File: src/rtl/alu_pkg.sv
// Shared opcodes and FSM state encoding for the sequential ALU.
package alu_pkg;

  localparam logic [3:0] OP_ADD  = 4'b0000;
  localparam logic [3:0] OP_SUB  = 4'b0001;
  localparam logic [3:0] OP_SLL  = 4'b0010;
  localparam logic [3:0] OP_AND  = 4'b0011;
  localparam logic [3:0] OP_OR   = 4'b0100;
  localparam logic [3:0] OP_XOR  = 4'b0101;
  localparam logic [3:0] OP_SRL  = 4'b0110;
  localparam logic [3:0] OP_SRA  = 4'b0111;
  localparam logic [3:0] OP_SLT  = 4'b1000;
  localparam logic [3:0] OP_SLTU = 4'b1001;
  localparam logic [3:0] OP_MUL  = 4'b1010;
  localparam logic [3:0] OP_DIVU = 4'b1100;
  localparam logic [3:0] OP_REMU = 4'b1101;

  typedef enum logic [1:0] {
    IDLE = 2'd0,
    MUL  = 2'd1,
    DIV  = 2'd2,
    DONE = 2'd3
  } state_e;

endpackage

File: src/rtl/alu_iter_muldiv.sv
// Iterative shift-add multiplier / restoring unsigned divider, one bit per cycle.
// The first step runs on the start edge so the last result lands WIDTH-1 edges later.
module alu_iter_muldiv #(
  parameter int unsigned WIDTH = 16
) (
  input  logic             clk,
  input  logic             rst_n,
  input  logic             start_i,
  input  logic             is_div_i,
  input  logic [WIDTH-1:0] a_i,
  input  logic [WIDTH-1:0] b_i,
  output logic             done_o,
  output logic [WIDTH-1:0] product_o,
  output logic [WIDTH-1:0] quotient_o,
  output logic [WIDTH-1:0] remainder_o
);

  localparam int unsigned CW = $clog2(WIDTH);

  logic [WIDTH-1:0] acc_q, acc_d, x_q, x_d, y_q, y_d;
  logic [WIDTH-1:0] acc_s, x_s, y_s;
  logic [CW-1:0]    cnt_q, cnt_d;
  logic             busy_q, busy_d, done_q, done_d, div_q, div_d, div_s;
  logic [WIDTH:0]   part_c, trial_c;

  // acc: product accumulator or partial remainder; x: multiplicand or dividend/quotient; y: multiplier or divisor
  always_comb begin
    acc_s  = start_i ? '0 : acc_q;
    x_s    = start_i ? a_i : x_q;
    y_s    = start_i ? b_i : y_q;
    div_s  = start_i ? is_div_i : div_q;
    acc_d  = acc_q;
    x_d    = x_q;
    y_d    = y_q;
    cnt_d  = cnt_q;
    busy_d = busy_q;
    div_d  = div_q;
    done_d = 1'b0;
    part_c  = {acc_s, x_s[WIDTH-1]};
    trial_c = part_c - {1'b0, y_s};
    if (start_i || busy_q) begin
      div_d = div_s;
      if (div_s) begin
        if (!trial_c[WIDTH]) begin
          acc_d = trial_c[WIDTH-1:0];
          x_d   = {x_s[WIDTH-2:0], 1'b1};
        end else begin
          acc_d = part_c[WIDTH-1:0];
          x_d   = {x_s[WIDTH-2:0], 1'b0};
        end
        y_d = y_s;
      end else begin
        acc_d = acc_s + (y_s[0] ? x_s : '0);
        x_d   = x_s << 1;
        y_d   = y_s >> 1;
      end
      if (start_i) begin
        cnt_d  = CW'(1);
        busy_d = 1'b1;
      end else if (cnt_q == CW'(WIDTH - 1)) begin
        busy_d = 1'b0;
        done_d = 1'b1;
      end else begin
        cnt_d = cnt_q + CW'(1);
      end
    end
  end

  always_ff @(posedge clk) begin
    if (!rst_n) begin
      acc_q  <= '0;
      x_q    <= '0;
      y_q    <= '0;
      cnt_q  <= '0;
      busy_q <= 1'b0;
      done_q <= 1'b0;
      div_q  <= 1'b0;
    end else begin
      acc_q  <= acc_d;
      x_q    <= x_d;
      y_q    <= y_d;
      cnt_q  <= cnt_d;
      busy_q <= busy_d;
      done_q <= done_d;
      div_q  <= div_d;
    end
  end

  assign done_o      = done_q;
  assign product_o   = acc_q;
  assign quotient_o  = x_q;
  assign remainder_o = acc_q;

endmodule

File: src/rtl/alu_seq.sv
// Handshaked ALU: single-cycle ops registered on accept, mul/div stall via in_ready
// while the iterative unit runs. Result and flags hold until out_valid && out_ready.
module alu_seq
  import alu_pkg::*;
#(
  parameter int unsigned WIDTH = 16
) (
  input  logic             clk,
  input  logic             rst_n,
  input  logic             in_valid,
  output logic             in_ready,
  input  logic [WIDTH-1:0] a,
  input  logic [WIDTH-1:0] b,
  input  logic [3:0]       op,
  output logic             out_valid,
  input  logic             out_ready,
  output logic [WIDTH-1:0] result,
  output logic             zero,
  output logic             carry,
  output logic             overflow,
  output logic             div_by_zero
);

  localparam int unsigned SHW = $clog2(WIDTH);

  state_e           state_q, state_d;
  logic [WIDTH-1:0] result_q, result_d;
  logic             zero_q, zero_d, carry_q, carry_d, ovf_q, ovf_d, dbz_q, dbz_d, rem_q, rem_d;
  logic             accept_c, start_c, op_div_c, op_iter_c, mdone_c;
  logic [WIDTH-1:0] prod_c, quot_c, remd_c;
  logic [WIDTH-1:0] alu_res_c;
  logic             alu_carry_c, alu_ovf_c, alu_dbz_c, big_shift_c;
  logic [WIDTH:0]   sum_c, diff_c;

  assign in_ready = (state_q == IDLE) || ((state_q == DONE) && out_ready);
  assign accept_c = in_valid && in_ready;
  assign op_div_c  = (op == OP_DIVU) || (op == OP_REMU);
  assign op_iter_c = (op == OP_MUL) || (op_div_c && (b != '0));

  // Single-cycle results; divu/remu entries only matter for the b == 0 case
  always_comb begin
    sum_c       = {1'b0, a} + {1'b0, b};
    diff_c      = {1'b0, a} - {1'b0, b};
    big_shift_c = (a >= WIDTH'(WIDTH));
    alu_res_c   = '0;
    alu_carry_c = 1'b0;
    alu_ovf_c   = 1'b0;
    alu_dbz_c   = 1'b0;
    case (op)
      OP_ADD: begin
        alu_res_c   = sum_c[WIDTH-1:0];
        alu_carry_c = sum_c[WIDTH];
        alu_ovf_c   = (a[WIDTH-1] == b[WIDTH-1]) && (sum_c[WIDTH-1] != a[WIDTH-1]);
      end
      OP_SUB: begin
        alu_res_c   = diff_c[WIDTH-1:0];
        alu_carry_c = diff_c[WIDTH];
        alu_ovf_c   = (a[WIDTH-1] != b[WIDTH-1]) && (diff_c[WIDTH-1] != a[WIDTH-1]);
      end
      OP_SLL:  alu_res_c = big_shift_c ? '0 : (b << a[SHW-1:0]);
      OP_AND:  alu_res_c = a & b;
      OP_OR:   alu_res_c = a | b;
      OP_XOR:  alu_res_c = a ^ b;
      OP_SRL:  alu_res_c = big_shift_c ? '0 : (b >> a[SHW-1:0]);
      OP_SRA:  alu_res_c = big_shift_c ? {WIDTH{b[WIDTH-1]}} : WIDTH'($signed(b) >>> a[SHW-1:0]);
      OP_SLT:  alu_res_c = {{(WIDTH-1){1'b0}}, ($signed(a) < $signed(b))};
      OP_SLTU: alu_res_c = {{(WIDTH-1){1'b0}}, (a < b)};
      OP_DIVU: begin
        alu_res_c = '1;
        alu_dbz_c = 1'b1;
      end
      OP_REMU: begin
        alu_res_c = a;
        alu_dbz_c = 1'b1;
      end
      default: alu_res_c = '0;
    endcase
  end

  always_comb begin
    state_d  = state_q;
    result_d = result_q;
    zero_d   = zero_q;
    carry_d  = carry_q;
    ovf_d    = ovf_q;
    dbz_d    = dbz_q;
    rem_d    = rem_q;
    start_c  = 1'b0;
    case (state_q)
      IDLE, DONE: begin
        if ((state_q == DONE) && out_ready) state_d = IDLE;
        if (accept_c) begin
          if (op_iter_c) begin
            start_c = 1'b1;
            rem_d   = (op == OP_REMU);
            state_d = (op == OP_MUL) ? MUL : DIV;
          end else begin
            state_d  = DONE;
            result_d = alu_res_c;
            zero_d   = (alu_res_c == '0);
            carry_d  = alu_carry_c;
            ovf_d    = alu_ovf_c;
            dbz_d    = alu_dbz_c;
          end
        end
      end
      MUL, DIV: begin
        if (mdone_c) begin
          state_d  = DONE;
          result_d = (state_q == MUL) ? prod_c : (rem_q ? remd_c : quot_c);
          zero_d   = (result_d == '0);
          carry_d  = 1'b0;
          ovf_d    = 1'b0;
          dbz_d    = 1'b0;
        end
      end
      default: state_d = IDLE;
    endcase
  end

  always_ff @(posedge clk) begin
    if (!rst_n) begin
      state_q  <= IDLE;
      result_q <= '0;
      zero_q   <= 1'b0;
      carry_q  <= 1'b0;
      ovf_q    <= 1'b0;
      dbz_q    <= 1'b0;
      rem_q    <= 1'b0;
    end else begin
      state_q  <= state_d;
      result_q <= result_d;
      zero_q   <= zero_d;
      carry_q  <= carry_d;
      ovf_q    <= ovf_d;
      dbz_q    <= dbz_d;
      rem_q    <= rem_d;
    end
  end

  alu_iter_muldiv #(.WIDTH(WIDTH)) u_muldiv (
    .clk         (clk),
    .rst_n       (rst_n),
    .start_i     (start_c),
    .is_div_i    (op_div_c),
    .a_i         (a),
    .b_i         (b),
    .done_o      (mdone_c),
    .product_o   (prod_c),
    .quotient_o  (quot_c),
    .remainder_o (remd_c)
  );

  assign out_valid   = (state_q == DONE);
  assign result      = result_q;
  assign zero        = zero_q;
  assign carry       = carry_q;
  assign overflow    = ovf_q;
  assign div_by_zero = dbz_q;

endmodule

File: config.mk
export PLATFORM = sky130hd
export DESIGN_NAME = alu_seq
export DESIGN_NICKNAME = d
export VERILOG_FILES = /design/src/rtl/alu_pkg.sv /design/src/rtl/alu_iter_muldiv.sv /design/src/rtl/alu_seq.sv
export SDC_FILE = /design/constraint.sdc
export NUM_CORES = 1
export LEC_CHECK = 0
export BUFFER_PORTS_ARGS = -buffer_cell sky130_fd_sc_hd__buf_2
export CORE_MARGIN = 1.5
export CORE_UTILIZATION = 30
export CTS_BUF_LIST = sky130_fd_sc_hd__clkbuf_2
export CTS_CLUSTER_SIZE = 25
export DETAILED_ROUTE_END_ITERATION = 7
export PLACE_DENSITY = 0.47
export SLEW_MARGIN = 30
export SYNTH_ARGS = -nofsm -noshare
export SYNTH_HDL_FRONTEND = slang
export SYNTH_SLANG_ARGS = --single-unit
File: constraint.sdc
create_clock -name clk -period 14.28 [get_ports clk]
set_input_delay 1.428 -clock clk [delete_from_list [all_inputs] [get_ports clk]]
set_output_delay 1.428 -clock clk [all_outputs]
set_load 0.02 [all_outputs]
-- Word level (Yosys, flattened, before mapping)
Index checks and enable logic that the tools add are counted.
- $add $sub $neg: 5
- $lt $le $gt $ge: 3
- equality and inequality tests: 25
- shift-type cells: 3
- muxes and demuxes: 51
- bitwise logic cells: 5
- reduce and logical (&&, ||, !) cells: 24
- operators by type and width (kind ; number):
    2-to-1 mux 16 bit ; 15
    case mux 16 bit (12 select lines) ; 1
    zero test 16 bit ; 2
    < comparator 16 bit ; 2
    case mux 16 bit (2 select lines) ; 1
    == test 4 bit, second input constant ; 6
    2-to-1 mux 1 bit ; 20
    adder 16 x 16 -> 17 bit ; 1
    subtractor 16 x 16 -> 17 bit ; 1
    subtractor 17 x 16 -> 17 bit ; 1
    adder 16 bit ; 1
    AND 16 bit ; 1
    == test 4 x 3 -> 1 bit, second input constant ; 4
    greater-or-equal comparator 16 x 5 -> 1 bit, second input constant ; 1
    bitwise OR 16 bit ; 1
    nonzero test 16 bit ; 1
    << shifter 16 x 4 -> 16 bit ; 1
    right shift 16 x 4 -> 16 bit ; 1
    >>> shifter 16 x 4 -> 16 bit ; 1
    XOR 16 bit ; 1
    case mux 1 bit (2 select lines) ; 6
    2-to-1 mux 2 bit ; 5
    == test 4 x 2 -> 1 bit, second input constant ; 2
    2-to-1 mux 4 bit ; 2
    20 further kinds ; 38
- register bits after elaboration: 78
- input bits: 40
- output and inout bits: 22
- logic and storage cells: 130

-- Longest topological paths before layout
- word-level depth: 11
- gate-level depth with buffers: 25
- mapped depth without buffers: 21

-- Modules after synthesis
Synthesis repeated with hierarchy kept, for this count alone.
- cell total of the unflattened synthesis: 1567
- area, all modules: 11437.2 um^2
- by module, submodules not included (module ; instances ; cells an instance ; area each (um^2) ; seq. area each (um^2)):
    alu_seq ; 1 ; 927 ; 6581.3 ; 460.4
    alu_iter_muldiv ; 1 ; 640 ; 4855.9 ; 1101.1

-- Least setup slack after synthesis
Ideal clock, no wire load.
- path kind: in2reg
- from: input port b[11]
- to: register u_muldiv.acc_q[9] (netlist: u_muldiv.product_o[9])
- library setup time: 0.128 ns
- data arrival time: 6.099 ns
- required time: 14.152 ns
- slack: 8.053 ns
- stages on the path: 23
- path buffers: 4
- cell sequence: buf_2 -> nor4_1 -> nand4_1 -> o2111a_1 -> buf_2 -> nor2_1 -> clkbuf_1 -> nor2_1 -> a21oi_1 -> clkbuf_1 -> inv_1 -> ha_1 -> inv_1 -> ha_1 -> o21bai_1 -> a221oi_1 -> and4_1 -> o311ai_2 -> a21o_1 -> a211oi_4 -> mux2_2 -> a222oi_1 -> nor2_1
- longest elaborated chain between the ends: 10
- elaborated cells between the ends (all ways): 16
- classes of those cells: add/sub: 2; mux: 10; reduce/logical: 4
- ends and longest elaborated chain (item ; RTL line ; RTL):
    from (decl) ; alu_seq.sv:13 ; input logic [WIDTH-1:0] b,
    nonzero test 16 bit ; alu_seq.sv:38 ; assign op_iter_c = (op == OP_MUL) || (op_div_c && (b != '0));
    logical AND 1 bit ; alu_seq.sv:38 ;
    logical OR 1 bit ; alu_seq.sv:38 ;
    2-to-1 mux 1 bit ; alu_seq.sv:93 ; if (op_iter_c) begin
    2-to-1 mux 1 bit ; alu_seq.sv:92 ; if (accept_c) begin
    2-to-1 mux 1 bit ; alu_seq.sv:89 ; case (state_q)
    2-to-1 mux 16 bit (on tied branches) ; alu_iter_muldiv.sv:29, alu_iter_muldiv.sv:28, alu_iter_muldiv.sv:30 ;
    subtractor 17 x 16 -> 17 bit / 2-to-1 mux 16 bit (equally long branches) ; alu_iter_muldiv.sv:40, alu_iter_muldiv.sv:53 ;
    2-to-1 mux 16 bit / adder 16 bit (equally long branches) ; alu_iter_muldiv.sv:44, alu_iter_muldiv.sv:53 ;
    2-to-1 mux 16 bit ; alu_iter_muldiv.sv:43 ; if (div_s) begin
    to (signal assigned) ; alu_iter_muldiv.sv:71 ; acc_q <= '0;
    to (signal assigned) ; alu_iter_muldiv.sv:79 ; acc_q <= acc_d;
    to (decl) ; alu_iter_muldiv.sv:20 ; logic [WIDTH-1:0] acc_q, acc_d, x_q, x_d, y_q, y_d;
Parallel ways exist; a longest one is shown, timed or not.
A chain may end at the register's enable or synchronous reset.

-- Worst setup path after layout
- from: input port op[1]
- to: register u_muldiv.acc_q[6] (netlist: u_muldiv.product_o[6])
- longest elaborated chain between the ends: 11
- elaborated cells between the ends (all ways): 19
- classes of those cells: add/sub: 2; eq/ne: 3; mux: 10; reduce/logical: 4
- ends and longest elaborated chain (item ; RTL line ; RTL):
    from (decl) ; alu_seq.sv:14 ; input logic [3:0] op,
    == test 4 bit ; alu_seq.sv:37 ; assign op_div_c = (op == OP_DIVU) || (op == OP_REMU);
    logical OR 1 bit ; alu_seq.sv:37 ;
    logical AND 1 bit ; alu_seq.sv:38 ;
    logical OR 1 bit ; alu_seq.sv:38 ;
    2-to-1 mux 1 bit ; alu_seq.sv:93 ;
    2-to-1 mux 1 bit ; alu_seq.sv:92 ;
    2-to-1 mux 1 bit ; alu_seq.sv:89 ;
    2-to-1 mux 16 bit (on tied branches) ; alu_iter_muldiv.sv:29, alu_iter_muldiv.sv:28, alu_iter_muldiv.sv:30 ;
    subtractor 17 x 16 -> 17 bit / 2-to-1 mux 16 bit (equally long branches) ; alu_iter_muldiv.sv:40, alu_iter_muldiv.sv:53 ;
    2-to-1 mux 16 bit / adder 16 bit (equally long branches) ; alu_iter_muldiv.sv:44, alu_iter_muldiv.sv:53 ;
    2-to-1 mux 16 bit ; alu_iter_muldiv.sv:43 ;
Parallel ways exist; a longest one is shown, timed or not.

==> metrics list <==
- Leaving out fill and tap cells, the most frequent cell in the layout is sky130_fd_sc_hd__a21oi_1.
- Setup-violating endpoint count in the final report: 0
* Placement Rows: 67
- Number of buffers inserted for hold repair after clock tree synthesis: 0
- Area growth from synthesis to layout: 7.792%
- Largest net degree at the start of global routing: 67
- For this configuration, the core starts out at a cell density of 30.71%.
- Antenna cell count: 0
* Post-synthesis average cell area: 7.254 sq um
- STA classifies the critical path endpoint as a flop.
- Of the total power, the clock network draws 14.0%.
- Ys Warns: 0
- Clock latency on the worst-skew pair, taken at its later pin, is 0.63 ns.
- Global route hottest layer: met2
* Initial antenna violation count: 0
* Number of max-capacitance violations reported: 0
* Critical path required time: 14.83 ns
- GRT Total Usage: 24.55%
- Internal power summed over all cells: 0.5005 mW
* Avg WL per Cell: 23.59 microns
* Outcome: finished, final reports clean
- The count of buffers added on input and output ports is 61.
- CTS-repair resized insts: 0
* Placeable Area: 33780 sq um
- Global routing met3 resource utilization: 3.892%
- Number of hold violations in the final report: 0
- Data arrives at the worst endpoint at 6.94 ns.
- Setup repair after global routing left no endpoint under its margin.
- Shortest period the worst path allows: 6.387 ns
* Number of setup buffers added after CTS: 0
* Post-synth net total: 1561
- The clock passes through at most 2 buffers.
- Horizontal die dimension: 189.0 microns
- Syn Std Cell Area: 10370 sq um
* Vias per cell: 6.056
- Global placement routability congestion: 0.9977
- Synthesized instance count: 1430
- The synthesized design contains 0 enable-type register cells.
- Type of element launching the critical path: input port
- Post-detailed-routing wire length: 44380 microns
- Part of the total power dissipated in sequential elements: 25.7%
* Worst vdd rail ir drop: 64.20 uV
- Overall overflow remaining after global route: 0
* Residual DRC: 0
- Wire length of the first global-routing pass: 67230 microns
- In this run switching power makes up 50.31% of total power.
* Proportion of layout cells with a drive suffix above 1: 12.28%
- Clock tree synthesis inserted a total of 9 buffers.
- The detail route stage leaves a number of antenna-violating nets equal to 0.
- Met1 routing resource usage after global routing: 32.78%
* Count of state elements after synthesis: 78
- Lkg Pwr: 4.558 nW
* Count of pins on the block boundary: 62
* Switching power total: 0.5067 mW
- After filler insertion, the fill cell instance count of the layout stands at 3683.
- # clock sinks: 78
- In this run the worst path has a maximum fanout of 66.
- Combinational cells account for 60.2% of the total power.
- For the pin with the worst max-slew slack, the measured transition is 1.141 ns.
- Path type of the worst setup path: input port to flop
* Hold Path Class: flop to flop
- Fin. max-slew vios: 0
- After the last flow step, the layout net total stands at 1559.
- Cells fill 33.10% of the core in the end.
- Global routing usage on met2: 38.42%
- First DRT Iteration DRCs: 1415
- Slew HR: 23.75%
- Worst clock skew: 0.06259 ns
- After clock tree synthesis, the clock-pin slew on the worst setup and hold paths is 0.27 ns.
* TritonCTS clock tree: built
- Of all flip-flops after synthesis, the portion carrying an async set or reset was 0%.
- Setup TNS after final layout: 0 ns
* Commonest cells after routing, fill and taps aside: sky130_fd_sc_hd__a21oi_1 (166), sky130_fd_sc_hd__nor2_1 (150), sky130_fd_sc_hd__nand2_1 (145)
* PwrDens: 90.07 nW/um^2
* Area of the die: 35700 sq um
- Final worst path period share: 44.72%
* Top flip-flop cell by instance count after synthesis: sky130_fd_sc_hd__dfxtp_1
- The number of different library cells used by synthesis comes to 88.
* Achievable frequency: 0.1566 GHz
- Drt pass-1 iters: 6
- Final HPWL from detailed placement: 34010 microns
- Clock tree root driver cell: sky130_fd_sc_hd__clkbuf_2
- The routed layout has 11390 vias.
- Height of the die: 189.0 microns
* CTS HTree Levels: 3
- Sequential share of the synthesized area: 15.05%
* Vias in the first global route: 10670
[final cells by class]
cell class	instances	area, sq um	share of cell area [%]
clock buffers	9	45.04	0.4028
clock inverters	7	80.08	0.7161
inverters	71	266.5	2.383
multi-input cells	1182	8175	73.11
flip-flops and latches	78	1562	13.96
well taps	448	560.5	5.013
repair buffers	86	493.0	4.409
[synthesized netlist by cell type, types with 7 or more instances]
library cell                 n  share of area (%)
sky130_fd_sc_hd__and3_1     17                1.0
sky130_fd_sc_hd__nor2_1    151                5.5
sky130_fd_sc_hd__o31ai_1    13               0.94
sky130_fd_sc_hd__mux2_2     22                2.4
sky130_fd_sc_hd__nand2_1   145                5.2
sky130_fd_sc_hd__xnor2_1    17                1.4
sky130_fd_sc_hd__a21oi_1   166                8.0
sky130_fd_sc_hd__nor2b_1    12               0.72
sky130_fd_sc_hd__buf_2      18               0.87
sky130_fd_sc_hd__nand4_1    17                1.0
sky130_fd_sc_hd__mux4_2     20                4.3
sky130_fd_sc_hd__nor4_1     15               0.90
sky130_fd_sc_hd__or3_1      11               0.66
sky130_fd_sc_hd__nand2b_1   13               0.78
sky130_fd_sc_hd__inv_1      69                2.5
sky130_fd_sc_hd__o211ai_1   20                1.4
sky130_fd_sc_hd__clkbuf_1   70                2.5
sky130_fd_sc_hd__nand3b_1    7               0.51
sky130_fd_sc_hd__xor2_1     21                1.8
sky130_fd_sc_hd__nor3_1     30                1.4
sky130_fd_sc_hd__o21ai_0    62                3.0
sky130_fd_sc_hd__o21bai_1   10               0.72
sky130_fd_sc_hd__a21o_1     21                1.5
sky130_fd_sc_hd__a221oi_1   17                1.4
sky130_fd_sc_hd__dfxtp_1    78                 15
sky130_fd_sc_hd__a211oi_1   27                2.0
sky130_fd_sc_hd__mux2i_1    36                3.5
sky130_fd_sc_hd__o22ai_1    18                1.1
sky130_fd_sc_hd__ha_1       89                 11
sky130_fd_sc_hd__a22oi_1    13               0.94
sky130_fd_sc_hd__a31oi_1    12               0.72
sky130_fd_sc_hd__o221ai_1    9               0.76
sky130_fd_sc_hd__and2_1     10               0.60
sky130_fd_sc_hd__nand3_1    32                1.5
[registers in the layout, summed over array words and instances, names as in the netlist]
| register | count |
|---|---|
| result | 16 |
| u_muldiv.cnt_q | 4 |
| zero | 1 |
| carry | 1 |
| rem_q | 1 |
| u_muldiv.product_o | 16 |
| u_muldiv.done_o | 1 |
| div_by_zero | 1 |
| u_muldiv.y_q | 16 |
| u_muldiv.div_q | 1 |
| u_muldiv.busy_q | 1 |
| state_q | 2 |
| u_muldiv.quotient_o | 16 |
| overflow | 1 |
[per-stage QoR]
| stage | power (mW) | cell area (sq um) | worst slack [ns] | hold WS [ns] | std cells |
|---|---|---|---|---|---|
| floorplan | 0.6855 | 10370 | 8.053 | 0.4548 | 1430 |
| CTS | 1.007 | 11180 | 8.033 | 0.4707 | 1881 |
| detailed placement | 0.8620 | 11060 | 7.326 | 0.4430 | 1865 |
| global route | 1.078 | 11180 | 7.502 | 0.4849 | 1881 |
| global placement | 0.8636 | 11060 | 7.536 | 0.4376 | 1865 |
| finish | 1.007 | 11180 | 7.893 | 0.4672 | 1881 |
[critical path, stage by stage]
cell and delay [ns]:
sky130_fd_sc_hd__buf_2 0.39, sky130_fd_sc_hd__nand3b_1 0.51, sky130_fd_sc_hd__nor2_1 0.18, sky130_fd_sc_hd__o2111a_1 0.36, sky130_fd_sc_hd__nor2_4 0.44, sky130_fd_sc_hd__buf_4 0.63, sky130_fd_sc_hd__nor2_1 0.09, sky130_fd_sc_hd__a21oi_1 0.29
sky130_fd_sc_hd__ha_1 0.31, sky130_fd_sc_hd__a21o_1 0.21, sky130_fd_sc_hd__a21oi_1 0.09, sky130_fd_sc_hd__o21bai_1 0.39, sky130_fd_sc_hd__nor2_1 0.15, sky130_fd_sc_hd__mux2i_1 0.16, sky130_fd_sc_hd__nand3_1 0.15, sky130_fd_sc_hd__a211oi_4 0.26
sky130_fd_sc_hd__buf_4 0.34, sky130_fd_sc_hd__mux2i_1 0.22, sky130_fd_sc_hd__o221ai_1 0.12, sky130_fd_sc_hd__and2_1 0.16
[cells by family after synthesis]
| group | count (synthesis) | share of synthesized area [%] |
|---|---|---|
| XOR/XNOR | 38 | 3.208 |
| flip-flops | 78 | 15.05 |
| AO/OA/AOI/OAI | 475 | 30.48 |
| multiplexers | 78 | 10.20 |
| AND/OR/NAND/NOR | 499 | 23.25 |
| adder cells (fa/ha/maj) | 92 | 11.22 |
| buffers and inverters | 170 | 6.585 |
[path summary, 6_finish.rpt]
kind	from	end	slack (ns)	depth (start not counted)
max	op[1]	u_muldiv.product_o[6]	7.89	20
min	result[9]	result[9]	0.47	2
max reg2reg	state_q[0]	u_muldiv.product_o[6]	8.49	21
min reg2reg	result[9]	result[9]	0.47	2
[power groups by stage]
stage	combinational [mW]	sequential, mW	clock [mW]
2_1_floorplan	0.413	0.273	0
3_3_place_gp	0.601	0.263	0
3_5_place_dp	0.599	0.263	0
4_1_cts	0.601	0.259	0.146
5_1_grt	0.661	0.263	0.154
6_report	0.607	0.259	0.141
[per-layer routing]
metal | share of wire (%) | wire length, microns
met2 | 44 | 19640
met5 | 0 | 0
met1 | 43 | 19060
met3 | 7.4 | 3271
met4 | 5.4 | 2402
Note: power is estimated with default switching activity, not from simulation.
